<file path="src/rtl/pcseq_pkg.sv">
// pcseq_pkg: shared types and constants for the PC sequencer.
package pcseq_pkg;
    typedef enum logic [1:0] {
        ST_BOOT = 2'd0,
        ST_RUN  = 2'd1,
        ST_HALT = 2'd2
    } pcseq_state_e;
    localparam logic [2:0] CC_N = 3'b100;
    localparam logic [2:0] CC_Z = 3'b010;
    localparam logic [2:0] CC_P = 3'b001;
    localparam int PCSEQ_ADDR_W = 20;
endpackage

</file>
<file path="src/rtl/pc_sequencer_if.sv">
// pc_sequencer_if: control, branch and PC signals between fetch/decode and the sequencer.
interface pc_sequencer_if import pcseq_pkg::*; #(parameter int ADDR_W = PCSEQ_ADDR_W);
    logic              stall;
    logic              halt;
    logic              resume;
    logic              flag_we;
    logic [2:0]        flag_in;
    logic              br_valid;
    logic [2:0]        br_nzp;
    logic [ADDR_W-1:0] br_offset;
    logic              call;
    logic              ret;
    logic [ADDR_W-1:0] target;
    logic [ADDR_W-1:0] pc;
    logic              pc_valid;
    logic              taken;
    logic [2:0]        flags;
    logic              ras_err;
    modport master (
        output stall, halt, resume, flag_we, flag_in, br_valid, br_nzp, br_offset, call, ret, target,
        input  pc, pc_valid, taken, flags, ras_err
    );
    modport slave (
        input  stall, halt, resume, flag_we, flag_in, br_valid, br_nzp, br_offset, call, ret, target,
        output pc, pc_valid, taken, flags, ras_err
    );
endinterface

</file>
<file path="src/rtl/pcseq_ras.sv">
// pcseq_ras: circular return-address stack; a full push overwrites the oldest entry.
module pcseq_ras #(
    parameter int ADDR_W = 20,
    parameter int DEPTH  = 4
) (
    input  logic              clk,
    input  logic              rst_n,
    input  logic              push,
    input  logic              pop,
    input  logic [ADDR_W-1:0] pushData,
    output logic [ADDR_W-1:0] topData,
    output logic              empty,
    output logic              err
);
    localparam int PW = $clog2(DEPTH);
    logic [ADDR_W-1:0] mem [DEPTH];
    logic [PW-1:0]     top, topInc;
    logic [PW:0]       count;
    logic              full;
    assign topInc  = top + PW'(1);
    assign full    = count == (PW+1)'(DEPTH);
    assign empty   = count == '0;
    assign topData = mem[top];
    always_ff @(posedge clk)
        if (push) mem[topInc] <= pushData;
    always_ff @(posedge clk or negedge rst_n)
        if (!rst_n) begin
            top   <= '0;
            count <= '0;
            err   <= 1'b0;
        end else if (push) begin
            top   <= topInc;
            count <= full ? count : count + (PW+1)'(1);
            err   <= full;
        end else if (pop) begin
            top   <= empty ? top : top - PW'(1);
            count <= empty ? count : count - (PW+1)'(1);
            err   <= empty;
        end else begin
            err   <= 1'b0;
        end
endmodule

</file>
<file path="src/rtl/pc_sequencer.sv">
// pc_sequencer: registered PC and NZP sequencer with branch, call/ret, stall and halt.
// Defining PCSEQ_RAS_EN adds a return-address stack; otherwise ret falls through to PC+1.
module pc_sequencer import pcseq_pkg::*; #(
    parameter int                ADDR_W    = PCSEQ_ADDR_W,
    parameter logic [ADDR_W-1:0] RESET_PC  = '0,
    parameter int                RAS_DEPTH = 4
) (
    input logic           clk,
    input logic           rst_n,
    pc_sequencer_if.slave bus
);
    localparam logic [1:0] BOOT = ST_BOOT;
    localparam logic [1:0] RUN  = ST_RUN;
    localparam logic [1:0] HALT = ST_HALT;
    if (RAS_DEPTH < 2 || (RAS_DEPTH & (RAS_DEPTH - 1)) != 0) begin : gBadDepth
        $error("RAS_DEPTH must be a power of two >= 2");
    end
    logic [1:0]        state;
    logic [ADDR_W-1:0] pcReg, pcInc, pcNext, retAddr;
    logic [2:0]        flagReg, effFlags;
    logic              takenReg, active, brTaken, popOk, redirect, rasErr;
    assign active   = state == RUN && !bus.stall && !bus.halt;
    assign effFlags = bus.flag_we ? bus.flag_in : flagReg;
    assign brTaken  = bus.br_valid && |(bus.br_nzp & effFlags);
    assign pcInc    = pcReg + ADDR_W'(1);
`ifdef PCSEQ_RAS_EN
    logic rasEmpty;
    pcseq_ras #(.ADDR_W(ADDR_W), .DEPTH(RAS_DEPTH)) uRas (
        .clk      (clk),
        .rst_n    (rst_n),
        .push     (active && !bus.ret && bus.call),
        .pop      (active && bus.ret),
        .pushData (pcInc),
        .topData  (retAddr),
        .empty    (rasEmpty),
        .err      (rasErr)
    );
    assign popOk = bus.ret && !rasEmpty;
`else
    assign retAddr = pcInc;
    assign popOk   = 1'b0;
    assign rasErr  = 1'b0;
`endif
    // A ret that cannot pop still outranks call/branch and just falls through.
    always_comb begin
        pcNext   = popOk ? retAddr :
                   bus.ret ? pcInc :
                   bus.call ? bus.target :
                   brTaken ? pcReg + bus.br_offset : pcInc;
        redirect = popOk || (!bus.ret && (bus.call || brTaken));
    end
    always_ff @(posedge clk or negedge rst_n)
        if (!rst_n) begin
            state    <= BOOT;
            pcReg    <= RESET_PC;
            takenReg <= 1'b0;
            flagReg  <= CC_Z;
        end else begin
            flagReg <= effFlags;
            if (state == BOOT)
                state <= RUN;
            else if (state == RUN && bus.halt && !bus.stall)
                state <= HALT;
            else if (state == HALT && !bus.stall && bus.resume && !bus.halt)
                state <= RUN;
            if (!bus.stall) takenReg <= active && redirect;
            if (active) pcReg <= pcNext;
        end
    assign bus.pc       = pcReg;
    assign bus.pc_valid = state == RUN;
    assign bus.taken    = takenReg;
    assign bus.flags    = flagReg;
    assign bus.ras_err  = rasErr;
endmodule

</file>
<file path="src/flat_wrapper.sv">
// flat-port wrapper written by rule: the top's interface ports become plain ports
module pc_sequencer_flat import pcseq_pkg::*;
#(
    parameter int                ADDR_W    = PCSEQ_ADDR_W,
    parameter logic [ADDR_W-1:0] RESET_PC  = '0,
    parameter int                RAS_DEPTH = 4
)
  (clk, rst_n, bus_stall, bus_halt, bus_resume, bus_flag_we, bus_flag_in, bus_br_valid, bus_br_nzp, bus_br_offset, bus_call, bus_ret, bus_target, bus_pc, bus_pc_valid, bus_taken, bus_flags, bus_ras_err);
  pc_sequencer_if #(.ADDR_W(ADDR_W)) bus_i ();
  input logic clk;
  input logic rst_n;
  input wire logic [$bits(bus_i.stall)-1:0] bus_stall;
  input wire logic [$bits(bus_i.halt)-1:0] bus_halt;
  input wire logic [$bits(bus_i.resume)-1:0] bus_resume;
  input wire logic [$bits(bus_i.flag_we)-1:0] bus_flag_we;
  input wire logic [$bits(bus_i.flag_in)-1:0] bus_flag_in;
  input wire logic [$bits(bus_i.br_valid)-1:0] bus_br_valid;
  input wire logic [$bits(bus_i.br_nzp)-1:0] bus_br_nzp;
  input wire logic [$bits(bus_i.br_offset)-1:0] bus_br_offset;
  input wire logic [$bits(bus_i.call)-1:0] bus_call;
  input wire logic [$bits(bus_i.ret)-1:0] bus_ret;
  input wire logic [$bits(bus_i.target)-1:0] bus_target;
  output wire logic [$bits(bus_i.pc)-1:0] bus_pc;
  output wire logic [$bits(bus_i.pc_valid)-1:0] bus_pc_valid;
  output wire logic [$bits(bus_i.taken)-1:0] bus_taken;
  output wire logic [$bits(bus_i.flags)-1:0] bus_flags;
  output wire logic [$bits(bus_i.ras_err)-1:0] bus_ras_err;
  assign bus_i.stall = bus_stall;
  assign bus_i.halt = bus_halt;
  assign bus_i.resume = bus_resume;
  assign bus_i.flag_we = bus_flag_we;
  assign bus_i.flag_in = bus_flag_in;
  assign bus_i.br_valid = bus_br_valid;
  assign bus_i.br_nzp = bus_br_nzp;
  assign bus_i.br_offset = bus_br_offset;
  assign bus_i.call = bus_call;
  assign bus_i.ret = bus_ret;
  assign bus_i.target = bus_target;
  assign bus_pc = bus_i.pc;
  assign bus_pc_valid = bus_i.pc_valid;
  assign bus_taken = bus_i.taken;
  assign bus_flags = bus_i.flags;
  assign bus_ras_err = bus_i.ras_err;
  pc_sequencer #(.ADDR_W(ADDR_W), .RESET_PC(RESET_PC), .RAS_DEPTH(RAS_DEPTH)) u_core (.clk(clk), .rst_n(rst_n), .bus(bus_i));
endmodule
</file>
<file path="config.mk">
export PLATFORM = sky130hd
export DESIGN_NAME = pc_sequencer_flat
export DESIGN_NICKNAME = d
export VERILOG_FILES = /design/src/rtl/pcseq_pkg.sv /design/src/rtl/pc_sequencer_if.sv /design/src/rtl/pcseq_ras.sv /design/src/rtl/pc_sequencer.sv /design/src/flat_wrapper.sv
export SDC_FILE = /design/constraint.sdc
export NUM_CORES = 1
export LEC_CHECK = 0
export ABC_CLOCK_PERIOD_IN_PS = 2800
export CAP_MARGIN = 20
export CELL_PAD_IN_SITES_DETAIL_PLACEMENT = 2
export CELL_PAD_IN_SITES_GLOBAL_PLACEMENT = 2
export CORE_AREA = 3 3 91 127
export CTS_CLUSTER_DIAMETER = 200
export DETAILED_ROUTE_END_ITERATION = 12
export DIE_AREA = 0 0 94 130
export GPL_TIMING_DRIVEN = 1
export PLACE_DENSITY_LB_ADDON = 0.12
export SETUP_SLACK_MARGIN = 0.3
export SKIP_LAST_GASP = 1
export SYNTH_ARGS = -nofsm -noshare
export SYNTH_HDL_FRONTEND = slang
export SYNTH_SLANG_ARGS = --single-unit
</file>
<file path="constraint.sdc">
create_clock -name clk -period 2.8 [get_ports clk]
set_input_delay 0.42 -clock clk [delete_from_list [all_inputs] [get_ports clk]]
set_output_delay 0.42 -clock clk [all_outputs]
set_load 0.02 [all_outputs]
</file>
; ---- After elaboration in Yosys (flattened, before gate mapping)
; Index checks and enable logic that the tools add are counted.
[word_totals]
reg_bits = 26
input_bits = 55
word_cells = 33
[classes]
addsub = 2
n_eq_ne = 2
n_mux = 7
bitwise_logic = 1
reduce_logical = 17
[ops]
columns = op, n
row1 = $mux 20, 3
row2 = $add 20x1->20 const B, 1
row3 = $add 20x20->20, 1
row4 = $logic_and 1x1->1, 10
row5 = $mux 2, 3
row6 = $and 3x3->3, 1
row7 = $logic_not 1->1, 3
row8 = $mux 3, 1
row9 = $reduce_bool 3->1, 1
row10 = $reduce_or 3->1, 1
row11 = $eq 2x1->1 const B, 1
row12 = $eq 2x2->1 const B, 1
row13 = $logic_not 2->1, 1
row14 = $logic_or 1x1->1, 1

; ---- Longest topological paths before layout
[depth]
depth_word = 7
depth_mapped = 10
ltp_nobuf = 10

; ---- Worst setup path before layout
; No wires, ideal clock.
[synth_timing]
kind = register to register
start = reg u_core.pcReg[16] (netlist: u_core.bus.pc[16])
end = reg u_core.pcReg[19] (netlist: u_core.bus.pc[19])
arrival_ns = 2.512
required_ns = 2.658
setup_slack_ns = 0.146
path_stages_with_launch = 9
n_path_buf = 0
period_less_slack_ns = 2.654
path_cell_list = dfrtp_1 -> ha_1 -> a21oi_1 -> o211ai_1 -> a221oi_1 -> mux2_2 -> a311oi_1 -> mux2i_1 -> o221ai_1
[synth_via]
elab_chain_len = 4
elab_cells_between_ends = 5
cone_classes = add/sub: 2 / mux: 3
[synth_lines]
columns = item, line_no
row1 = "start, declared", pc_sequencer.sv:19  ; logic [ADDR_W-1:0] pcReg, pcInc, pcNext, retAddr;
row2 = "start signal, assigned", pc_sequencer.sv:67  ; if (active) pcReg <= pcNext;
row3 = $add 20x1->20 or $add 20x20->20 (tied branches), "pc_sequencer.sv:25, pc_sequencer.sv:49"
row4 = $mux 20, pc_sequencer.sv:49  ; brTaken ? pcReg + bus.br_offset : pcInc;
row5 = $mux 20, pc_sequencer.sv:48  ; bus.call ? bus.target :
row6 = $mux 20 (*), pc_sequencer.sv:47  ; bus.ret ? pcInc :
; Every way passes the cells marked *; elsewhere a longest branch is shown, timed or not.
; A chain may end at the register's enable or synchronous reset.

; ---- Worst setup path in the final report
[layout_timing]
start = in bus_br_offset[15]
end = reg u_core.pcReg[19] (netlist: u_core.bus.pc[19])
[layout_via]
elab_chain_len = 4
[layout_lines]
columns = item, line_no
row1 = "start, declared", flat_wrapper.sv:19  ; input wire logic [$bits(bus_i.br_offset)-1:0] bus_br_offset;
row2 = $add 20x20->20, pc_sequencer.sv:49
row3 = $mux 20, pc_sequencer.sv:49
row4 = $mux 20, pc_sequencer.sv:48
row5 = $mux 20, pc_sequencer.sv:47
; No other way between the ends.

==> flow_summary.json <==
{
  "num_rows": 44,
  "hold_path_depth": 1,
  "ys_top_cells_by_area": "dfrtp_1 22%, ha_1 8.9%, a21oi_1 5.9%",
  "hp-class": "reg -> reg",
  "yosysSeqAreaShare_pct": 23.09,
  "timing.final.hold_violations": 0,
  "vdd_ir_drop_max_uv": 327.8,
  "min_from": "u_core.bus.flags[0]",
  "run_status": "finished clean",
  "cts_hold_buf": 0,
  "crit_path_start_kind": "input pin",
  "worstReg2RegStart": "u_core.bus.pc[7]",
  "cts_root_buf": "clkbuf_16",
  "initial_core_util_pct": 26.99,
  "path_class": "in -> reg",
  "ys_warn_count": 0,
  "holdPathEnd": "u_core.bus.flags[0]",
  "die_w_um": 94,
  "drc": 0,
  "insertion_delay_ns": 0.28,
  "critPathMaxFanout": 3,
  "finClkSkew_ns": 0.003624,
  "grt_max_degree": 27,
  "first_iter_violations": 158,
  "ioPinCount": 81,
  "p_leak_nw": 1.968,
  "synth-main-ff-cell": "dfrtp_1",
  "cts_max_path_buffers": 2,
  "p_clk_share_pct": 10.8,
  "grt_usage_pct": 23.85,
  "syn2layout_area_growth_pct": 72.96,
  "diodes": 0,
  "max-slew-margin-rel_pct": 57.71,
  "reg2reg_depth": 9,
  "synthDistinctLibCells": 63,
  "combPwrFrac_pct": 72.6,
  "synth_edf_count": 0,
  "avgSynthCellArea_um2": 7.650,
  "drive_gt1_share_pct": 28.96,
  "end_kind": "register",
  "maxCapViolCount": 0,
  "grt_pass1_vias": 4082,
  "die_y_um": 130,
  "finalPower_mw": 4.189,
  "sw_frac_of_total_pct": 45.09,
  "via_per_inst": 5.556,
  "netlist_area_mm2": 0.002823,
  "max_freq_ghz": 0.4062,
  "cts.sinks": 26,
  "ys_ff_latch": 26,
  "rrSetupSlack_ns": 0.37,
  "syn_nets": 445,
  "coreArea_mm2": 0.01046,
  "place_ws_ns": -0.3463,
  "switchingPower_mw": 1.889,
  "h-tree-depth": 1,
  "worst_pin_slew_ns": 0.6320,
  "path_clk_slew_ns": 0.08,
  "cts_tree": "built",
  "report.final.slew_viol_count": 0,
  "required_ns": 2.94,
  "r2r_end": "u_core.bus.pc[19]",
  "gp_congestion": 0.8520,
  "timing.hold.ws_ns": 0.5334,
  "drt-total-wl_um": 14440,
  "final_nets": 595,
  "num_vias": 3645,
  "grt_pass1_wl_um": 22580,
  "period_minus_slack_ns": 2.462,
  "setup_viol": 0,
  "p_int_mw": 2.300,
  "cp.arrival_ns": 2.60,
  "portBuffers": 79,
  "cellPowerDensity_mw_per_mm2": 857.9,
  "async_flop_share_pct": 100.0,
  "p_seq_share_pct": 16.6,
  "cts_buffers": 3,
  "die_area_mm2": 0.01222,
  "synth_top_area_share_pct": 22.16,
  "antenna_found_initial": 0,
  "tns_ns": 0,
  "gr-total-overflow": 0,
  "setup_ws_ns": 0.3384,
  "detail_route.wl_per_cell_um": 22.01,
  "ant_nets": 0,
  "first_pass_iters": 4,
  "synth_cells": 369,
  "final.period_utilization_pct": 87.91,
  "rsz0062_at_grt": "yes",
  "hpwl_um": 10980,
  "synth_top_area_cell": "dfrtp_1"
}
through the flow:
stage                     util (%)  area [um2]  instances
after floorplan                  -        2831        369
after global placement       40.80        4268        640
after detailed placement     40.80        4268        640
after CTS                    44.21        4624        649
after global routing         46.67        4882        656
final                        46.67        4882        656
critical path, stage by stage:
cell             delay [ns]
clkdlybuf4s50_1        0.44
ha_4                   0.18
a21oi_4                0.14
o211ai_1               0.13
a221oi_2               0.33
mux2_4                 0.34
a311oi_2               0.24
mux2i_1                0.23
o221ai_1               0.14
sequential cells by signal (all words and copies together) (netlist names):
signal            cells
u_core.bus.flags      3
u_core.state          2
u_core.bus.pc        20
u_core.bus.taken      1
synthesized netlist by cell type, drive strengths merged, types with 9 or more instances:
master  count
ha         20
a21oi      33
clkbuf      9
inv        16
nand2      35
nand2b     11
nor2       30
o21ai      29
nand3      14
dfrtp      25
nor3       14
worst max path at each step:
stage / startpoint / endpoint / slack, ns / depth (start not counted)
after floorplan: u_core.bus.pc[16] / u_core.bus.pc[19] / 0.25 / 8
after global placement: bus_br_offset[0] / u_core.bus.pc[18] / -0.25 / 12
after detailed placement: bus_br_offset[0] / u_core.bus.pc[18] / -0.35 / 12
after CTS: bus_br_offset[4] / u_core.bus.pc[19] / 0.30 / 10
after global routing: bus_br_offset[15] / u_core.bus.pc[19] / 0.21 / 9
final: bus_br_offset[15] / u_core.bus.pc[19] / 0.34 / 9
cells in the final DEF (no fill, tap or decap), drive strengths merged, types with 4 or more instances in the layout:
cell type and n:
buf 80, clkdlybuf4s50 65, nand2 35, a21oi 33, nor2 30, o21ai 29
dfrtp 25, ha 20, inv 16, nand3 14, nor3 14, nand2b 11
a21o 8, dlygate4sd2 8, o21a 8, and3 7, xnor2 6, dlymetal6s2s 6
o22ai 6, mux2 6, o31ai 6, nor4 6, a211oi 5, a22o 4
or3 4, xor2 4, nand4 4, o211ai 4, a31oi 4, a22oi 4
a221oi 4
kinds of logic after synthesis:
family                     after synthesis  share of synthesized area, %
buffers and inverters                   30                         4.521
xor gates and xnor gates                10                         3.103
AOI/OAI and AO/OA                      136                         32.05
and+or+nand+nor                        136                         23.94
DFF                                     26                         23.09
adders and majority gates               21                         9.574
other                                    1                        0.1329
muxes                                    9                         3.590
routing by layer:
layer	global-route usage, %	part of all wire [%]	vias to the layer above
li1	-	-	1708
met1	27.20	39	1822
met2	45.50	55	89
met3	1.557	2.5	26
met4	9.524	3.2	0
met5	0	0	-
timing repair:
action | in CTS | in global routing
resized for setup | 46 | 42
setup endpoints to repair | 20 | 11
pin swaps | 21 | 22
buffers inserted | 5 | 7
gates cloned | 0 | 0
area by class of cell:
cell class | count | area [um2]
Inverter | 16 | 60.06
Fill cell | 1151 | 5578
Timing Repair Buffer | 159 | 1425
Sequential cell | 26 | 655.6
Multi-Input combinational cell | 313 | 2464
Clock inverter | 1 | 30.03
Clock buffer | 3 | 75.07
Tap cell | 138 | 172.7
power by group through the flow:
stage / logic, mW / clock network (mW) / registers [mW]
5_1_grt: 3.30 / 0.473 / 0.718
4_1_cts: 2.85 / 0.464 / 0.679
2_1_floorplan: 1.10 / 0 / 0.859
3_5_place_dp: 2.56 / 0 / 0.656
6_report: 3.04 / 0.453 / 0.696
3_3_place_gp: 2.47 / 0 / 0.647
Power figures use the tool's default switching activity.
